[src/rtl/psum_ofifo.sv]
// psum_ofifo: output FIFO for the partial sums leaving the south edge of a systolic array.
//
// There is one independent circular-buffer lane per array column. Columns can arrive
// skewed in time, so each column writes its own lane. A row read pops one entry from
// every lane at the same time, and it is accepted only when all lanes hold data.
//
// Ports
//   clk        : single clock, rising edge
//   reset      : asynchronous, active-high reset
//   in         : psum_bw*col packed input row, column j at [psum_bw*(j+1)-1 : psum_bw*j]
//   wr         : per-column write strobes
//   rd         : row-read request
//   out        : registered row read data, packed the same way as in
//   o_valid    : one-cycle pulse when out carries a newly popped row
//   o_ready    : every lane is non-empty
//   o_full     : at least one lane is full
//   o_overflow : sticky, set when a write to a full lane is dropped

module psum_ofifo #(
    parameter int col     = 8,
    parameter int psum_bw = 16,
    parameter int depth   = 16
) (
    input  logic                     clk,
    input  logic                     reset,
    input  logic [psum_bw*col-1:0]   in,
    input  logic [col-1:0]           wr,
    input  logic                     rd,
    output logic [psum_bw*col-1:0]   out,
    output logic                     o_valid,
    output logic                     o_ready,
    output logic                     o_full,
    output logic                     o_overflow
);

    localparam int AW   = $clog2(depth);
    localparam int PtrW = AW + 1;

    logic [col-1:0]         lane_empty;
    logic [col-1:0]         lane_full;
    logic [col-1:0]         lane_drop;
    logic [psum_bw*col-1:0] rd_row;
    logic                   rd_accept;

    assign o_ready   = &(~lane_empty);
    assign o_full    = |lane_full;
    assign rd_accept = rd & o_ready;

    for (genvar j = 0; j < col; j++) begin : g_lane
        logic [AW:0]        wptr_q;
        logic [AW:0]        rptr_q;
        logic [psum_bw-1:0] mem [depth];
        logic               wr_ok;

        // The pointer MSB tells whether the write pointer has lapped the read pointer.
        assign lane_empty[j] = (wptr_q == rptr_q);
        assign lane_full[j]  = (wptr_q[AW] != rptr_q[AW]) &&
                               (wptr_q[AW-1:0] == rptr_q[AW-1:0]);

        // A full lane still takes a write while a row is being popped in the same cycle.
        assign wr_ok        = wr[j] & (~lane_full[j] | rd_accept);
        assign lane_drop[j] = wr[j] & lane_full[j] & ~rd_accept;

        always_ff @(posedge clk or posedge reset) begin
            if (reset) begin
                wptr_q <= '0;
                rptr_q <= '0;
            end else begin
                if (wr_ok) begin
                    wptr_q <= wptr_q + PtrW'(1);
                end
                if (rd_accept) begin
                    rptr_q <= rptr_q + PtrW'(1);
                end
            end
        end

        // Storage has no reset. Clearing the pointers makes any stale data unreachable.
        always_ff @(posedge clk) begin
            if (wr_ok) begin
                mem[wptr_q[AW-1:0]] <= in[psum_bw*j +: psum_bw];
            end
        end

        // This reads the old entry when a write to the same slot happens on the same edge.
        assign rd_row[psum_bw*j +: psum_bw] = mem[rptr_q[AW-1:0]];
    end

    always_ff @(posedge clk or posedge reset) begin
        if (reset) begin
            out        <= '0;
            o_valid    <= 1'b0;
            o_overflow <= 1'b0;
        end else begin
            o_valid <= rd_accept;
            if (rd_accept) begin
                out <= rd_row;
            end
            if (|lane_drop) begin
                o_overflow <= 1'b1;
            end
        end
    end

endmodule
[config.mk]
export PLATFORM = sky130hd
export DESIGN_NAME = psum_ofifo
export DESIGN_NICKNAME = d
export VERILOG_FILES = /design/src/rtl/psum_ofifo.sv
export SDC_FILE = /design/constraint.sdc
export NUM_CORES = 2
export LEC_CHECK = 0
export CAP_MARGIN = 20
export CORE_MARGIN = 8
export CORE_UTILIZATION = 55
export CTS_CLUSTER_DIAMETER = 30
export DETAILED_ROUTE_END_ITERATION = 12
export PLACE_DENSITY_LB_ADDON = 0.2
export SYNTH_ARGS = -nofsm -noshare
export SYNTH_HDL_FRONTEND = slang
export SYNTH_SLANG_ARGS = --single-unit
export TNS_END_PERCENT = 10
[constraint.sdc]
create_clock -name clk -period 10.35 [get_ports clk]
set_clock_uncertainty 0.1 [all_clocks]
set_input_delay 2.07 -clock clk [delete_from_list [all_inputs] [get_ports clk]]
set_output_delay 2.07 -clock clk [all_outputs]
set_load 0.02 [all_outputs]
==> out/results.txt <==
outcome - complete, no violations
Hold Crit Depth - 1
RePlAce Congestion - 0.761
dpl cell area - 94600 um^2
final hold vios - 0
post-layout util - 68.6%
setup ws final - 3.27 ns
dpl hpwl - 105000 um
Slew @ Worst Pin - 1.15 ns
setup repair bufs after CTS - 0
Worst VDD drop - 257 uV
Core Region - 160000 um^2
critical path startpoint category - flip-flop
largest net degree at the start of global routing - 103
leak pwr - 36.4 nW
Hold Buf Count CTS - 0
first-pass GRT wire length - 299000 um
Root Driver - clkbuf_16
WL/cell - 28.4 um
Design Power - 35.8 mW
PD cells - 326 nW/um^2
final worst-path cycle share - 68.4%
post-synth top area share - 69.6%
setup_tns - 0 ns
Vias per Instance - 6.10
fillers - 9603
Final ANT Viol Nets - 0
IO Count - 271
vias in the first global route - 45715
Finished Layout Cells - 7046
# setup viols final - 0
EDFF count, synth - 2048
r2r worst-path depth - 9
Final min period - 7.08 ns
CP required - 8.18 ns
CTS Buf Count - 443
max-slew violation count - 0
Slew Limit Headroom - 23.5%
cts repair resizes - 0
crit-path max FO - 49
Die ar. - 174000 um^2
synthesized flop and latch total - 2258
DRT iter0 DRCs - 4026
Reg-to-Reg Start - g_lane[4].rptr_q[3]
multi-input logic area - 21000 um^2
DRC Markers - 0
mapped cell area - 88300 um^2
YS warnings - 0
kind of critical path - flip-flop to output port
WHS - 0.381 ns
placed cells - 6214
post-synth cell types - 47
total gr overflow - 0
NumNets Final - 4760
die height - 417 um
Hold Startpoint - out[107]
final WL - 200000 um
via count - 43008
storage element area - 66800 um^2
biggest area consumer among synthesized cells - edfxtp_1
Worst setup EP type - output port
row cnt - 147
die width - 417 um
Area contributors post-synth - edfxtp_1 70%, mux4_2 16%, dfrtp_1 6.0%
Synth top cells by count - 2048 x edfxtp_1, 640 x mux4_2, 210 x dfrtp_1
fmax - 141 MHz
RR Endpoint - out[115]
Worst-Skew Late Latency - 0.95 ns
deepest clock path buffer count - 4
layout cell share with drive strength beyond 1 - 36.9%
Mapped Cells - 3938
Post-synth top flop - edfxtp_1
Place WS - 4.15 ns
Hold Path End - out[107]
H-tree levels - 5
syn nets - 4117
Arr. time, crit path - 4.91 ns
register area share after synthesis - 75.6%
Area Growth Syn to Fin - 24.4%
max_cap viols - 0
IO buf count - 270
Worst Setup SP - g_lane[4].rptr_q[3]
Total GRT Usage - 23.0%
asr flop ratio synth - 9.30%
most frequent cell after synthesis - edfxtp_1
DRT Pass-1 Iters - 6
Hold Crit Class - flip-flop to flip-flop
final instance area - 110000 um^2
Starting Density - 55.2%
Worst-path clk slew - 0.05 ns
initial antenna violation count - 30
Clock Sink Count - 2258
RSZ-0062 raised after global routing - false
Worst R2R Setup Slack - 4.88 ns
Avg Cell Area, Syn - 22.4 um^2
CTS tree - done
sequential cells by signal, summed over array words and instances, names as in the netlist:
register       count
g_lane.mem      2048
o_valid            1
g_lane.wptr_q     40
g_lane.rptr_q     40
out              128
o_overflow         1
critical path, stage by stage (launching register included):
cell and delay, ns:
dfrtp_1 1.10, xor2_1 0.16, nor4_1 0.72, o2bb2ai_1 0.18, or4_4 0.54, clkinv_4 0.48, clkdlybuf4s50_1 0.76
per-layer routing:
layer	share of wire [%]	track usage, %	up-vias
li1	-	-	18182
met1	39	30.5	22852
met2	52	38.7	1574
met3	6.3	4.60	386
met4	2.5	7.21	14
met5	0.049	0	-
area by class of cell:
| type | count | share of cell area (%) |
|---|---|---|
| Timing Repair Buffer | 452 | 3.75 |
| Multi-Input combinational cell | 1395 | 19.2 |
| Sequential cell | 2258 | 60.8 |
| Inverter | 31 | 0.124 |
| Tap cell | 2086 | 2.38 |
| Clock buffer | 536 | 10.8 |
| Antenna cell | 11 | 0.0251 |
| Clock inverter | 277 | 2.97 |
how the worst max path moves through the flow:
stage                               end  slack, ns  cells past startpoint
global placement                o_ready       4.19                      6
CTS                             o_ready       3.11                      6
finish                          o_ready       3.27                      6
floorplan           g_lane[0].rptr_q[0]       2.44                      1
detailed placement              o_ready       4.15                      6
global route                    o_ready       2.97                      6
where the power goes:
group / leakage [nW] / switching [mW] / internal (mW)
clock network: 7.24 / 4.66 / 9.56
logic: 8.21 / 4.74 / 4.55
registers: 20.9 / 0.967 / 11.3
total: 36.4 / 10.4 / 25.4
logic make-up after synthesis:
| group | count (synthesis) | synth area share (%) |
|---|---|---|
| fa+ha+maj | 40 | 0.567 |
| xor+xnor | 72 | 0.714 |
| simple gates | 405 | 2.70 |
| compound gates | 102 | 0.925 |
| mux | 776 | 18.1 |
| buf+inv | 285 | 1.45 |
| flops | 2258 | 75.6 |
cells in the final DEF (no fill, tap or decap), types with 9 or more instances in the layout:
cell,n
nor3_2,24
nand4_1,37
clkinv_1,34
nor3_1,25
edfxtp_1,2048
a31oi_1,16
o211ai_1,16
clkbuf_1,60
buf_4,175
nand2_1,73
mux2_1,9
dfrtp_1,194
clkinv_2,53
or4_1,16
mux4_2,640
xnor2_1,24
clkdlybuf4s50_1,269
mux2_2,127
nor4_2,32
diode_2,11
ha_1,40
clkbuf_16,450
nor4b_2,64
clkinvlp_4,58
inv_1,27
inv_8,12
clkbuf_8,26
inv_6,23
a311oi_1,16
nand3_1,54
clkinv_4,38
xor2_1,48
bufinv_16,57
nor2_1,24
No activity file was read; power rests on OpenSTA's default activity.
